**src/rtl/cpu_pkg.sv**
```systemverilog
// Shared CPU definitions used by the fetch stage and its sub-module.
// Contents: datapath width, next-PC select encodings, the fetch FSM state
// type, the default no-op instruction word and a PC increment helper.
package cpu_pkg;

  localparam int XLEN = 32;

  // Next-PC select encodings driven by the CPU controller
  localparam logic [1:0] PC_SRC_SEQ = 2'd0;
  localparam logic [1:0] PC_SRC_BR  = 2'd1;
  localparam logic [1:0] PC_SRC_J   = 2'd2;
  localparam logic [1:0] PC_SRC_JR  = 2'd3;

  // Instruction word loaded into IF/ID on a bubble or flush (sll $0,$0,0)
  localparam logic [XLEN-1:0] NOP_INSTR_DEFAULT = 32'h0000_0000;

  // FETCH: a request is outstanding; HOLD: one returned word is buffered
  typedef enum logic {
    FETCH = 1'b0,
    HOLD  = 1'b1
  } fetch_state_t;

  // Sequential successor of a PC; wraps modulo 2^32
  function automatic logic [XLEN-1:0] pc_plus4(input logic [XLEN-1:0] pc);
    return pc + 32'd4;
  endfunction

endpackage

```
**src/rtl/fetch_next_pc.sv**
```systemverilog
// Combinational next-PC helper for the fetch stage.
// Ports:
//   pc            in   current fetch PC
//   pc_src        in   next-PC select (SEQ/BR/J/JR)
//   pc_write      in   0 while a hazard stall blocks redirects
//   branch_target in   taken-branch address
//   jump_target   in   J/JAL address
//   jr_target     in   JR register value
//   pc4           out  pc + 4 (wrapping)
//   target        out  selected next address
//   redirect      out  non-sequential PC change accepted this cycle
module fetch_next_pc
  import cpu_pkg::*;
(
  input  logic [XLEN-1:0] pc,
  input  logic [1:0]      pc_src,
  input  logic            pc_write,
  input  logic [XLEN-1:0] branch_target,
  input  logic [XLEN-1:0] jump_target,
  input  logic [XLEN-1:0] jr_target,
  output logic [XLEN-1:0] pc4,
  output logic [XLEN-1:0] target,
  output logic            redirect
);

  assign pc4      = pc_plus4(pc);
  assign redirect = (pc_src != PC_SRC_SEQ) & pc_write;

  // Target address multiplexer
  always_comb begin
    target = pc4;
    case (pc_src)
      PC_SRC_SEQ: target = pc4;
      PC_SRC_BR:  target = branch_target;
      PC_SRC_J:   target = jump_target;
      PC_SRC_JR:  target = jr_target;
      default:    target = pc4;
    endcase
  end

endmodule

```
**src/rtl/fetch_stage.sv**
```systemverilog
// Instruction-fetch stage of the 5-stage MIPS pipeline: next-PC selection,
// instruction-memory req/ready handshake, one-word hold buffer and the
// IF/ID pipeline register.
// Ports:
//   clk, rst                 clock, synchronous active-high reset
//   pc_src, *_target         next-PC select and candidate addresses
//   pc_write                 0 = hazard stall, redirects ignored
//   ifid_load, ifid_flush    IF/ID capture / clear-to-NOP controls
//   imem_req, imem_addr      fetch request (address stable while pending)
//   imem_ready, imem_rdata   request completion and returned word
//   ifid_instr/pc4/valid     IF/ID register contents
// Optional (macro FETCH_PERF_CNT_EN): perf_fetched, perf_bubbles,
// perf_discards counters of consumed words, bubble loads, dropped words.
module fetch_stage
  import cpu_pkg::*;
#(
  parameter logic [31:0] RESET_PC  = 32'h0000_0000,
  parameter logic [31:0] NOP_INSTR = NOP_INSTR_DEFAULT
) (
  input  logic        clk,
  input  logic        rst,
  input  logic [1:0]  pc_src,
  input  logic [31:0] branch_target,
  input  logic [31:0] jump_target,
  input  logic [31:0] jr_target,
  input  logic        pc_write,
  input  logic        ifid_load,
  input  logic        ifid_flush,
  output logic        imem_req,
  output logic [31:0] imem_addr,
  input  logic        imem_ready,
  input  logic [31:0] imem_rdata,
  output logic [31:0] ifid_instr,
  output logic [31:0] ifid_pc4,
  output logic        ifid_valid
`ifdef FETCH_PERF_CNT_EN
  ,
  output logic [31:0] perf_fetched,
  output logic [31:0] perf_bubbles,
  output logic [31:0] perf_discards
`endif
);

  fetch_state_t state_r, state_s;
  logic [31:0]  pc_r, pc_s;            // address of the next instruction to deliver
  logic [31:0]  req_addr_r, req_addr_s; // address of the outstanding request
  logic         discard_r, discard_s;  // in-flight fetch was killed by a redirect
  logic [31:0]  buf_r, buf_s;
  logic [31:0]  ifid_instr_r, ifid_instr_s;
  logic [31:0]  ifid_pc4_r, ifid_pc4_s;
  logic         ifid_valid_r, ifid_valid_s;

  logic [31:0]  pc4_s, target_s;
  logic         redirect_s, avail_s, consumed_s, dropped_s, bubble_s;
  logic [31:0]  word_s;

  fetch_next_pc u_next_pc (
    .pc            (pc_r),
    .pc_src        (pc_src),
    .pc_write      (pc_write),
    .branch_target (branch_target),
    .jump_target   (jump_target),
    .jr_target     (jr_target),
    .pc4           (pc4_s),
    .target        (target_s),
    .redirect      (redirect_s)
  );

  // A word is usable either straight from memory (not killed) or from the buffer
  assign avail_s    = ((state_r == FETCH) & imem_ready & ~discard_r) | (state_r == HOLD);
  assign word_s     = (state_r == HOLD) ? buf_r : imem_rdata;
  // Flush has priority over load, and a redirect kills the word being delivered
  assign consumed_s = ~ifid_flush & ifid_load & avail_s & ~redirect_s;
  assign bubble_s   = ~ifid_flush & ifid_load & ~consumed_s;
  assign dropped_s  = ((state_r == FETCH) & imem_ready & (discard_r | redirect_s)) |
                      ((state_r == HOLD) & redirect_s);

  // Next-state, PC and IF/ID update logic
  always_comb begin
    state_s      = state_r;
    pc_s         = pc_r;
    req_addr_s   = req_addr_r;
    discard_s    = discard_r;
    buf_s        = buf_r;
    ifid_instr_s = ifid_instr_r;
    ifid_pc4_s   = ifid_pc4_r;
    ifid_valid_s = ifid_valid_r;

    if (ifid_flush) begin
      ifid_instr_s = NOP_INSTR;
      ifid_pc4_s   = 32'h0000_0000;
      ifid_valid_s = 1'b0;
    end else if (consumed_s) begin
      ifid_instr_s = word_s;
      ifid_pc4_s   = pc4_s;
      ifid_valid_s = 1'b1;
    end else if (ifid_load) begin
      ifid_instr_s = NOP_INSTR;
      ifid_pc4_s   = 32'h0000_0000;
      ifid_valid_s = 1'b0;
    end else begin
      ifid_valid_s = ifid_valid_r;
    end

    case (state_r)
      FETCH: begin
        if (!imem_ready) begin
          // Request still pending: remember the redirect, keep imem_addr stable
          if (redirect_s) begin
            pc_s      = target_s;
            discard_s = 1'b1;
          end else begin
            discard_s = discard_r;
          end
        end else if (discard_r | redirect_s) begin
          // Stale word: drop it and restart at the (possibly new) PC
          discard_s  = 1'b0;
          pc_s       = redirect_s ? target_s : pc_r;
          req_addr_s = redirect_s ? target_s : pc_r;
        end else if (consumed_s) begin
          pc_s       = pc4_s;
          req_addr_s = pc4_s;
        end else begin
          buf_s   = imem_rdata;
          state_s = HOLD;
        end
      end
      HOLD: begin
        if (redirect_s) begin
          pc_s       = target_s;
          req_addr_s = target_s;
          state_s    = FETCH;
        end else if (consumed_s) begin
          pc_s       = pc4_s;
          req_addr_s = pc4_s;
          state_s    = FETCH;
        end else begin
          state_s = HOLD;
        end
      end
      default: begin
        state_s = FETCH;
      end
    endcase
  end

  // State and pipeline registers
  always_ff @(posedge clk) begin
    if (rst) begin
      state_r      <= FETCH;
      pc_r         <= RESET_PC;
      req_addr_r   <= RESET_PC;
      discard_r    <= 1'b0;
      buf_r        <= NOP_INSTR;
      ifid_instr_r <= NOP_INSTR;
      ifid_pc4_r   <= 32'h0000_0000;
      ifid_valid_r <= 1'b0;
    end else begin
      state_r      <= state_s;
      pc_r         <= pc_s;
      req_addr_r   <= req_addr_s;
      discard_r    <= discard_s;
      buf_r        <= buf_s;
      ifid_instr_r <= ifid_instr_s;
      ifid_pc4_r   <= ifid_pc4_s;
      ifid_valid_r <= ifid_valid_s;
    end
  end

  assign imem_req   = (state_r == FETCH);
  assign imem_addr  = req_addr_r;
  assign ifid_instr = ifid_instr_r;
  assign ifid_pc4   = ifid_pc4_r;
  assign ifid_valid = ifid_valid_r;

`ifdef FETCH_PERF_CNT_EN
  logic [31:0] perf_fetched_r, perf_bubbles_r, perf_discards_r;

  // Event counters, wrapping at 2^32
  always_ff @(posedge clk) begin
    if (rst) begin
      perf_fetched_r  <= 32'd0;
      perf_bubbles_r  <= 32'd0;
      perf_discards_r <= 32'd0;
    end else begin
      perf_fetched_r  <= perf_fetched_r  + {31'd0, consumed_s};
      perf_bubbles_r  <= perf_bubbles_r  + {31'd0, bubble_s};
      perf_discards_r <= perf_discards_r + {31'd0, dropped_s};
    end
  end

  assign perf_fetched  = perf_fetched_r;
  assign perf_bubbles  = perf_bubbles_r;
  assign perf_discards = perf_discards_r;
`else
  logic unused_s;
  assign unused_s = bubble_s ^ dropped_s;
`endif

endmodule

```
**config.mk**
```make
export PLATFORM = sky130hd
export DESIGN_NAME = fetch_stage
export DESIGN_NICKNAME = d
export VERILOG_FILES = /design/src/rtl/cpu_pkg.sv /design/src/rtl/fetch_next_pc.sv /design/src/rtl/fetch_stage.sv
export SDC_FILE = /design/constraint.sdc
export NUM_CORES = 1
export LEC_CHECK = 0
export CAP_MARGIN = 20
export CORE_MARGIN = 10
export CORE_UTILIZATION = 48
export CTS_BUF_LIST = sky130_fd_sc_hd__clkbuf_16
export DETAILED_ROUTE_END_ITERATION = 6
export MAX_ROUTING_LAYER = met4
export PLACE_DENSITY = 0.81
export SLEW_MARGIN = 20
export SYNTH_ARGS = -nofsm -noshare
export SYNTH_HDL_FRONTEND = slang
export SYNTH_SLANG_ARGS = --single-unit
```
**constraint.sdc**
```tcl
create_clock -name clk -period 2.5 [get_ports clk]
set_input_delay 0.5 -clock clk [delete_from_list [all_inputs] [get_ports clk]]
set_output_delay 0.5 -clock clk [all_outputs]
set_load 0.02 [all_outputs]
```
Word level (Yosys, flattened, before mapping) --
Cells that the tools add are included.
Cells by class: bitwise gates (word level) 14, reduce and logical (&&, ||, !) cells 7, equal/unequal tests 5, multiplexer cells 26, add/subtract/negate cells 1
Operators with widths (number):
- $mux 32 | 13
- $pmux 32 s2 | 2
- $pmux 32 s4 | 1
- $add 32x3->32 const B | 1
- $mux 1 | 9
- $and 1x1->1 | 6
- $not 1->1 | 6
- $reduce_bool 2->1 | 3
- $eq 2x2->1 const B | 2
- $ne 2x1->1 const B | 2
- $reduce_and 4->1 | 1
- $reduce_and 3->1 | 1
- $eq 2x1->1 const B | 1
- $logic_not 2->1 | 1
- $or 1x1->1 | 2
- $pmux 1 s2 | 1
- $reduce_or 2->1 | 1
Word-level totals: output and inout port bits 98, register bits after elaboration 163

Longest topological paths before layout --
Gate-level depths: netlist of run 1.
word-level depth 10, gate-level depth with buffers 10, mapped depth without buffers 8

By module --
A second synthesis of run 1 with hierarchy kept.
Second synthesis, totals: cell total of the unflattened synthesis 865, area total of the unflattened synthesis 8275.4 um^2
By module, submodules not included:
- fetch_stage | area each 6790.3 um^2, cells an instance 729, times used 1, seq. area each 3263.1 um^2
- fetch_next_pc | area each 1485.2 um^2, cells an instance 136, times used 1, seq. area each 0.0 um^2

Worst setup path before layout of run 1 --
No wires, ideal clock.
path kind input port to flip-flop, start input pc_src[1], end register pc_r[2], arrival 2.149 ns, stages on the path 10, path slack 0.281 ns, required time 2.430 ns, buffers on the path 2, library setup time 0.070 ns, cell sequence clkbuf_1 o21ai_2 o21a_1 nand2_1 clkinv_1 clkbuf_1 ha_1 o21ai_0 o311ai_0 a21oi_1
On the way: word-level cells in the longest chain between the ends 8, elaborated cells between the ends (all ways) 16, those cells by class eq/ne: 3; mux: 7; bitwise: 4; reduce/logical: 2
Ends and longest elaborated chain:
- start, declared | line fetch_stage.sv:22 | input logic [1:0] pc_src,
- $reduce_bool 2->1 * | line fetch_next_pc.sv:27 | assign redirect = (pc_src != PC_SRC_SEQ) & pc_write;
- $and 1x1->1 * | line fetch_next_pc.sv:27
- $not 1->1 * | line fetch_stage.sv:73 | assign consumed_s = ~ifid_flush & ifid_load & avail_s & ~redirect_s;
- $and 1x1->1 * | line fetch_stage.sv:73
- via consumed_s | line fetch_stage.sv:54 | logic redirect_s, avail_s, consumed_s, dropped_s, bubble_s;
- $mux 32 *
- $mux 32 | line fetch_stage.sv:115 | end else if (discard_r | redirect_s) begin
- $mux 32 | line fetch_stage.sv:107 | if (!imem_ready) begin
- $pmux 32 s2 * | line fetch_stage.sv:105 | case (state_r)
- end signal, assigned | line fetch_stage.sv:160 | pc_r <= pc_s;
- end, declared | line fetch_stage.sv:45 | logic [31:0] pc_r, pc_s;
Mark *: on every way through the listed nets, which the timed path passes. The rest lies on a longest branch. A chain may end at the register's enable or synchronous reset.

Worst setup path in the final report of run 1 --
start register pc_r[2], end register pc_r[30]
On the way: word-level cells in the longest chain between the ends 6, elaborated cells between the ends (all ways) 8, those cells by class add/sub: 1; mux: 7
Ends and longest elaborated chain:
- $add 32x3->32 * | line cpu_pkg.sv:25 | return pc + 32'd4;
- $pmux 32 s4 | line fetch_next_pc.sv:32 | case (pc_src)
- $mux 32 | line fetch_stage.sv:109, fetch_stage.sv:118
- $mux 32 | line fetch_stage.sv:115
- $mux 32 | line fetch_stage.sv:107
- $pmux 32 s2 * | line fetch_stage.sv:105
Every way passes the cells marked *; elsewhere a longest branch is shown, timed or not.

==> impl_metrics.ini, run 1 <==
[synthesis]
synth_edf_count = 0
synth_cell_types = 59
avgSynthCellArea_sq_um = 7.83
synthCells = 1026
yosysWarnings = 0
mappedNetlistNets = 1164
synth-seq-cells = 163
synth_area_sq_um = 8030
ys_seq_area_share_pct = 40.6
async_flop_share_pct = 0
ys.flop_type = dfxtp_1

[setup_path]
cp-end-kind = register
startpoint_type = register
critical_path.max_fanout = 5
crit_type = register to register
worstPathRequired_ps = 2830
arrival_ps = 2640
reg2reg_depth = 7

[grt]
antenna_found_initial = 0
grt_max_degree = 88
overflow = 0
grt_pass1_wl_mm = 44.2
grt_usage_pct = 25.3
grt_pass1_vias = 8368

[sta]
relSlewSlack_pct = 32.4
timing.final.crit_share_pct = 92.4
hold_viol = 0
fin_skew_ps = 10.1
finalSetupViolations = 0
rsz0062_at_grt = false
worst_slew_pin_slew_ps = 1010
fmax_mhz = 433
period_needed_ps = 2310
setup_tns_ps = 0
drv_slew = 0

[detailed_routing]
wl_met3_mm = 2.47
wl_met2_mm = 13.3
first_iter_violations = 825
num_vias = 8449
avgViaCountPerCell = 5.69
wl_per_cell_um = 19.0
drc_errors = 9
met1_length_mm = 11.7
drtPass1Iterations = 7
antenna_left = 0
top_layer = met4
wirelength_mm = 28.2

[outcome]
status = complete, but fails checks
violations = DRC

[clock_network]
root_buffer = clkbuf_16
clock_path_buffers = 2
cts_tree = done
path_clk_slew_ps = 70
htree_levels = 4
clkSinkCount = 163
cts-resized-gates = 0
ctsHoldBuffers = 0
post-cts-setup-buffer-count = 0
clk_latency_ps = 430
cts_buffers = 17

[die]
die_w_um = 149
std_cell_rows = 47
fp.coreArea_sq_um = 16500
fp.dieH_um = 149
start_util_pct = 48.8
die_area_sq_um = 22300
io_pins = 234

[placement]
io_buffers = 233
postPlaceCellArea_sq_um = 10900
dp_hpwl_mm = 20.2
gp_congestion = 1.01

[cells_and_area]
area_delta_synth_final_pct = 42.5
drive_gt1_share_pct = 9.09
layout.nets = 1390
post-route-cell-area_sq_um = 11400
n_antenna_cell = 0

[flow_run]
max_cap_viol_count = 0

[power]
leakagePower_nw = 4.14
pwr_density_cell_nw_per_um2 = 569
vdd_drop_max_mv = 0.531

[hold_path]
hp-class = register to register
holdPathStages = 2
## critical path, stage by stage (launching register included)
cell	delay [ps]
dfxtp_1	380
ha_1	280
nand3_1	250
nor3_1	290
and3_1	270
nand3_1	120
or3_1	360
a311oi_1	270
## synth_stat cells, types with 6 or more instances
| master | n | area share [%] |
|---|---|---|
| a222oi_1 | 13 | 1.6 |
| nor2_1 | 118 | 5.5 |
| clkbuf_1 | 51 | 2.4 |
| nand2_1 | 200 | 9.3 |
| dfxtp_1 | 163 | 41 |
| o2bb2ai_1 | 8 | 0.87 |
| a31oi_1 | 13 | 1.0 |
| a22oi_1 | 8 | 0.75 |
| xnor2_1 | 20 | 2.2 |
| mux2i_1 | 62 | 7.7 |
| a211oi_1 | 6 | 0.56 |
| inv_1 | 7 | 0.33 |
| buf_2 | 19 | 1.2 |
| a21oi_1 | 137 | 8.5 |
| o21ai_0 | 34 | 2.1 |
| xor2_1 | 26 | 2.8 |
| nand4_1 | 9 | 0.70 |
| nand3_1 | 19 | 1.2 |
| nor3_1 | 11 | 0.69 |
| buf_1 | 9 | 0.42 |
| nor2b_1 | 6 | 0.47 |
| a221oi_1 | 7 | 0.76 |
| or3_1 | 7 | 0.55 |
## state kept, by name, summed over array words and instances, names as in the netlist
signal      flops
ifid_valid      1
ifid_instr     32
imem_addr      32
pc_r           32
buf_r          32
state_r         1
ifid_pc4       32
discard_r       1
## cell usage in the layout (no fill, tap or decap), types with 4 or more instances in the layout
| cell type | instances |
|---|---|
| a211oi_1 | 6 |
| a21oi_1 | 137 |
| a221oi_1 | 7 |
| a222oi_1 | 13 |
| a22oi_1 | 8 |
| a31oi_1 | 13 |
| and3_1 | 5 |
| buf_12 | 12 |
| buf_4 | 45 |
| clkbuf_16 | 17 |
| clkdlybuf4s50_1 | 231 |
| clkinv_2 | 4 |
| dfxtp_1 | 162 |
| inv_1 | 7 |
| inv_6 | 5 |
| mux2_2 | 4 |
| mux2i_1 | 62 |
| nand2_1 | 200 |
| nand3_1 | 19 |
| nand4_1 | 9 |
| nor2_1 | 118 |
| nor2b_1 | 5 |
| nor3_1 | 11 |
| o211ai_1 | 5 |
| o21a_1 | 4 |
| o21ai_0 | 33 |
| o2bb2ai_1 | 8 |
| or2_2 | 4 |
| or3_1 | 7 |
| xnor2_1 | 20 |
| xor2_1 | 26 |
## final timing paths
kind	from	to	slack (ps)
min reg2reg	buf_r[3]$_SDFFE_PP0P_	buf_r[3]$_SDFFE_PP0P_	450
max	pc_r[2]$_SDFF_PP0_	pc_r[30]$_SDFF_PP0_	190
min	buf_r[3]$_SDFFE_PP0P_	buf_r[3]$_SDFFE_PP0P_	450
max reg2reg	pc_r[2]$_SDFF_PP0_	pc_r[30]$_SDFF_PP0_	190
## layer usage
layer  track usage, %  vias to the layer above
met5                -                        -
met4             9.96                        0
met3             5.76                       52
met2             39.9                      428
met1             30.8                     3951
li1                 -                     4018
## area by class of cell
cell class / instances / area [sq um]
clock inverter: 15 / 155
clock buffer: 17 / 425
fill: 1347 / 5020
inverter: 9 / 33.8
timing repair buffer: 290 / 2900
sequential: 163 / 3260
multi-input combinational: 771 / 4400
tap: 220 / 275
## stage by stage
stage	util, %	hold WS (ps)	worst slack, ps	std cells	total power (W)
after floorplan	-	436	281	1026	0.00339
after global placement	66.0	440	53.0	1453	0.00393
after detailed placement	66.0	446	21.2	1453	0.00395
after CTS	69.5	455	249	1485	0.00653
after global routing	69.5	467	58.4	1485	0.00675
final	69.5	452	191	1485	0.00651
## cells by family (layout without fill, tap and decap cells)
logic type	after synthesis	in the layout	share of synthesized area, %
xor gates and xnor gates	46	46	5.01
AOI/OAI and AO/OA	258	258	19.5
DFF	163	163	40.6
buffers and inverters	92	331	4.80
and+or+nand+nor	399	399	21.5
adders and majority gates	2	2	0.311
muxes	66	66	8.29
## report_power, final
group	switching [W]	leakage, nW	internal [W]
clock network	0.00112	0.281	0.00148
logic	0.000564	2.53	0.000546
registers	0.0000994	1.33	0.00270
total	0.00179	4.14	0.00473
(Power assumes the default switching activity.)
==> run 2, diff against run 1 <==
--- a/config.mk
+++ b/config.mk
@@ -6,12 +6,12 @@
 export NUM_CORES = 1
 export LEC_CHECK = 0
 export CAP_MARGIN = 20
-export CORE_MARGIN = 10
-export CORE_UTILIZATION = 48
+export CORE_MARGIN = 5
+export CORE_UTILIZATION = 43
 export CTS_BUF_LIST = sky130_fd_sc_hd__clkbuf_16
 export DETAILED_ROUTE_END_ITERATION = 6
 export MAX_ROUTING_LAYER = met4
-export PLACE_DENSITY = 0.81
+export PLACE_DENSITY = 0.74
 export SLEW_MARGIN = 20
 export SYNTH_ARGS = -nofsm -noshare
 export SYNTH_HDL_FRONTEND = slang
==> run 2 against run 1 <==
The run now ends clean. Die area decreased by 3.6%. Critical path depth unchanged. Core utilization decreased by 7.6 points. Cell count increased by 1.3%. Clock skew decreased by 1.9 ps. Non-clock buffer count increased by 5. Global-route usage decreased by 0.40 points. Count of clock-buffer cells in the layout unchanged. Flip-flop and latch count unchanged. Sequential share of layout area decreased by 0.13 points. Via count decreased by 2.1%.
==> impl_metrics.ini, run 2 (synthesis results as in run 1) <==
[placement]
dp_hpwl_mm = 19.5
io_buffers = 233
pre_cts_slack_ps = 15.3
gp_congestion = 0.986

[power]
leakagePower_nw = 4.18
vdd_drop_max_mv = 0.468
pwr_density_cell_nw_per_um2 = 572

[clock_network]
htree_levels = 4
clk_latency_ps = 420
cts-resized-gates = 0
cts_buffers = 17
root_buffer = clkbuf_16
clock_path_buffers = 2
path_clk_slew_ps = 60
clkSinkCount = 163
cts_tree = done
post-cts-setup-buffer-count = 0
ctsHoldBuffers = 0

[detailed_routing]
drc_errors = 0
num_vias = 8275
wl_met2_mm = 12.5
met1_length_mm = 11.9
wl_met3_mm = 2.06
wirelength_mm = 26.8
avgViaCountPerCell = 5.50
drtPass1Iterations = 5
antenna_left = 0
first_iter_violations = 704
top_layer = met4
wl_per_cell_um = 17.8

[setup_path]
startpoint_type = register
cp-end-kind = register
path_cells = ha_1 -> nand3_1 -> or2_2 -> nor3_2 -> nand4_1 -> xor2_1 -> a211oi_1
arrival_ps = 2660
crit_type = register to register
critical_path.max_fanout = 5
reg2reg_depth = 7
path_depth = 7
worstPathRequired_ps = 2830
cp_top_family = simple AND/OR/NAND/NOR gates
critPathSlowestCell = dfxtp_1
crit_buf_inv = 0
cp_slowest_stage_delay_ps = 410

[grt]
grt_pass1_vias = 8015
overflow = 0
grt_pass1_wl_mm = 42.6
antenna_found_initial = 0
grt_max_degree = 88
grt_usage_pct = 24.9

[cells_and_area]
most-common-layout-cells = 231 x clkdlybuf4s50_1, 200 x nand2_1, 162 x dfxtp_1
final_common_cell = clkdlybuf4s50_1
fillers = 1637
area_delta_synth_final_pct = 43.2
drive_gt1_share_pct = 8.82
layout.nets = 1395

[sta]
relSlewSlack_pct = 33.2
finalSetupViolations = 0
timing.final.crit_share_pct = 93.2
fin_skew_ps = 8.18
period_needed_ps = 2330
worst_slew_pin_slew_ps = 1000
drv_slew = 0
setup_tns_ps = 0
hold_viol = 0
rsz0062_at_grt = false
fmax_mhz = 429
worst_slack_ps = 170

[die]
start_util_pct = 43.2
die_area_sq_um = 21500
fp.dieH_um = 147
die_w_um = 147
std_cell_rows = 50
io_pins = 234
fp.coreArea_sq_um = 18600

[flow_run]
max_cap_viol_count = 0

[hold_path]
hp-class = register to register
holdPathStages = 2

[outcome]
status = finished, final reports clean
run 2: cell count changes in the layout (fill, tap and decap cells not counted), sizes merged:
cell	previous run	this run
buf	59	64
bufinv	2	4
clkinv	6	7
clkinvlp	3	1
diode	0	1
inv	13	12
run 2: area by class of cell:
| cell class | count | area [sq um] | area share (%) |
|---|---|---|---|
| diodes | 1 | 2.50 | 0.0218 |
| clock buffers | 17 | 425 | 3.70 |
| clock inverters | 15 | 175 | 1.52 |
| inverters | 9 | 33.8 | 0.294 |
| multi-input cells | 771 | 4400 | 38.2 |
| flip-flops and latches | 163 | 3260 | 28.4 |
| well taps | 234 | 293 | 2.55 |
| repair buffers | 295 | 2910 | 25.3 |
run 2: worst paths after layout:
kind	endpoint	startpoint	slack [ps]
setup / recovery	pc_r[22]$_SDFF_PP0_	pc_r[3]$_SDFF_PP0_	170
setup reg to reg	pc_r[22]$_SDFF_PP0_	pc_r[3]$_SDFF_PP0_	170
hold reg to reg	buf_r[23]$_SDFFE_PP0P_	buf_r[23]$_SDFFE_PP0P_	450
hold / removal	buf_r[23]$_SDFFE_PP0P_	buf_r[23]$_SDFFE_PP0P_	450
run 2: stage by stage:
stage / cells / instance area [sq um] / power, W / utilization (%) / hold slack, ps
4_1_cts: 1504 / 11500 / 0.00662 / 61.9 / 455
2_1_floorplan: 1026 / 8030 / 0.00339 / - / 436
3_3_place_gp: 1472 / 10900 / 0.00393 / 58.7 / 440
5_1_grt: 1504 / 11500 / 0.00685 / 61.9 / 466
3_5_place_dp: 1472 / 10900 / 0.00394 / 58.7 / 446
6_report: 1505 / 11500 / 0.00657 / 61.9 / 454
run 2: tightest hold or removal path, delay by kind of cell, from the launching register on:
family | cells | cell delay (ps)
AND/OR/NAND/NOR | 1 | 50
AO/OA/AOI/OAI | 1 | 50
flip-flops | 1 | 310
run 2: power by group:
| part | switching (W) | internal (W) |
|---|---|---|
| logic | 0.000554 | 0.000543 |
| registers | 0.0000989 | 0.00270 |
| clock network | 0.00103 | 0.00164 |
| total | 0.00169 | 0.00489 |
run 2: metal layers:
metal	up-vias	track usage (%)
li1	4026	-
met1	3890	32.9
met2	328	39.4
met3	31	5.12
met4	0	6.16
met5	-	-
==> run 3, diff against run 2 <==
--- a/config.mk
+++ b/config.mk
@@ -6,7 +6,7 @@
 export NUM_CORES = 1
 export LEC_CHECK = 0
 export CAP_MARGIN = 20
-export CORE_MARGIN = 5
+export CORE_MARGIN = 2
 export CORE_UTILIZATION = 43
 export CTS_BUF_LIST = sky130_fd_sc_hd__clkbuf_16
 export DETAILED_ROUTE_END_ITERATION = 6
==> run 3 against run 2 <==
First-iteration DRC count rose by 0.28%. Setup slack better by 110 ps. Highest routed layer unchanged. Total power about the same. Clock skew up 0.52 ps. Non-clock buffer count increased by 4. Largest power group unchanged. Critical path type unchanged. Die area shrank 8.0%.
==> impl_metrics.ini, run 3 (synthesis results as in run 1) <==
[hold_path]
hp-class = register to register

[sta]
worst_slack_ps = 276
relSlewSlack_pct = 50.4
worst_slew_pin_slew_ps = 745
fmax_mhz = 450
rsz0062_at_grt = false
setup_tns_ps = 0
hold_viol = 0
finalSetupViolations = 0
fin_skew_ps = 8.70
drv_slew = 0
timing.final.crit_share_pct = 89.0
period_needed_ps = 2220

[setup_path]
arrival_ps = 2560
startpoint_type = register
rrSetupSlack_ps = 280
crit_type = register to register
cp-end-kind = register
critical_path.max_fanout = 5
worstPathRequired_ps = 2840

[flow_run]
max_cap_viol_count = 0

[grt]
grt_max_degree = 65
grt_pass1_vias = 7845
grt_usage_pct = 27.2
overflow = 0
grt_pass1_wl_mm = 41.9
antenna_found_initial = 1

[placement]
postPlaceCellArea_sq_um = 10900
dp_hpwl_mm = 19.1
gp_congestion = 0.932
pre_cts_slack_ps = 38.4
io_buffers = 233

[cells_and_area]
layout.nets = 1399
most-common-layout-cells = 231 x clkdlybuf4s50_1, 200 x nand2_1, 162 x dfxtp_1
final_common_cell = clkdlybuf4s50_1
area_delta_synth_final_pct = 43.4
post-route-cell-area_sq_um = 11500
drive_gt1_share_pct = 9.65

[power]
pwr_density_cell_nw_per_um2 = 570
leakagePower_nw = 4.18
vdd_drop_max_mv = 0.492

[clock_network]
ctsHoldBuffers = 0
cts-resized-gates = 0
htree_levels = 4
cts_buffers = 17
post-cts-setup-buffer-count = 0
clk_latency_ps = 430
root_buffer = clkbuf_16
cts_tree = done
clock_path_buffers = 2
path_clk_slew_ps = 70
clkSinkCount = 163

[detailed_routing]
first_iter_violations = 706
antenna_left = 0
wirelength_mm = 26.2
drc_errors = 0
avgViaCountPerCell = 5.45
drtPass1Iterations = 5
num_vias = 8199
wl_per_cell_um = 17.4

[die]
io_pins = 234
fp.coreArea_sq_um = 18100
fp.dieH_um = 141
die_w_um = 141
start_util_pct = 44.3
die_area_sq_um = 19800
std_cell_rows = 49

[outcome]
status = finished, final reports clean
-- run 3: cell count changes in the layout (fill, tap and decap cells not counted) --
cell / previous run / this run
buf_4: 52 / 56
clkinv_1: 5 / 2
inv_6: 0 / 6
bufinv_16: 4 / 2
inv_8: 0 / 2
clkinv_4: 2 / 0
clkinvlp_4: 1 / 4
inv_1: 11 / 7
-- run 3: final cells by class --
type | instances | area, sq um
Clock inverter | 15 | 169
Fill cell | 1620 | 6630
Antenna cell | 1 | 2.50
Clock buffer | 17 | 425
Tap cell | 229 | 287
Multi-Input combinational cell | 771 | 4400
Timing Repair Buffer | 299 | 2940
Inverter | 9 | 33.8
Sequential cell | 163 | 3260
-- run 3: where the power goes --
group          switching (W)  internal, W
Clock                0.00117      0.00150
Sequential         0.0000951      0.00270
Combinational       0.000556     0.000550
Total                0.00182      0.00475
-- run 3: metal layers --
layer / track usage [%] / routed length, um
met4: 6.47 / 295
met1: 36.8 / 12100
met5: - / 0
met3: 5.20 / 1990
met2: 42.3 / 11900
-- run 3: critical path, stage by stage, from the launching register on --
cell,delay [ps]
dfxtp_1,420
ha_1,200
nand3_1,220
or2_2,410
nor3_2,320
nand4_1,160
xor2_1,170
a211oi_1,230
-- run 3: through the flow --
step	total power, W	hold WS [ps]	cells	util, %
finish	0.00657	450	1504	63.5
global route	0.00683	470	1504	63.5
CTS	0.00659	451	1503	63.5
detailed placement	0.00395	443	1471	60.2
global placement	0.00393	440	1471	60.2
floorplan	0.00339	436	1026	-
-- run 3: worst paths after layout --
check / startpoint / end / depth (start not counted)
worst max-delay path: pc_r[2]$_SDFF_PP0_ / pc_r[22]$_SDFF_PP0_ / 7
worst min-delay path: ifid_pc4[19]$_SDFFE_PP0P_ / ifid_pc4[19]$_SDFFE_PP0P_ / 2
worst max register to register: pc_r[2]$_SDFF_PP0_ / pc_r[22]$_SDFF_PP0_ / 7
worst min register to register: ifid_pc4[19]$_SDFFE_PP0P_ / ifid_pc4[19]$_SDFFE_PP0P_ / 2
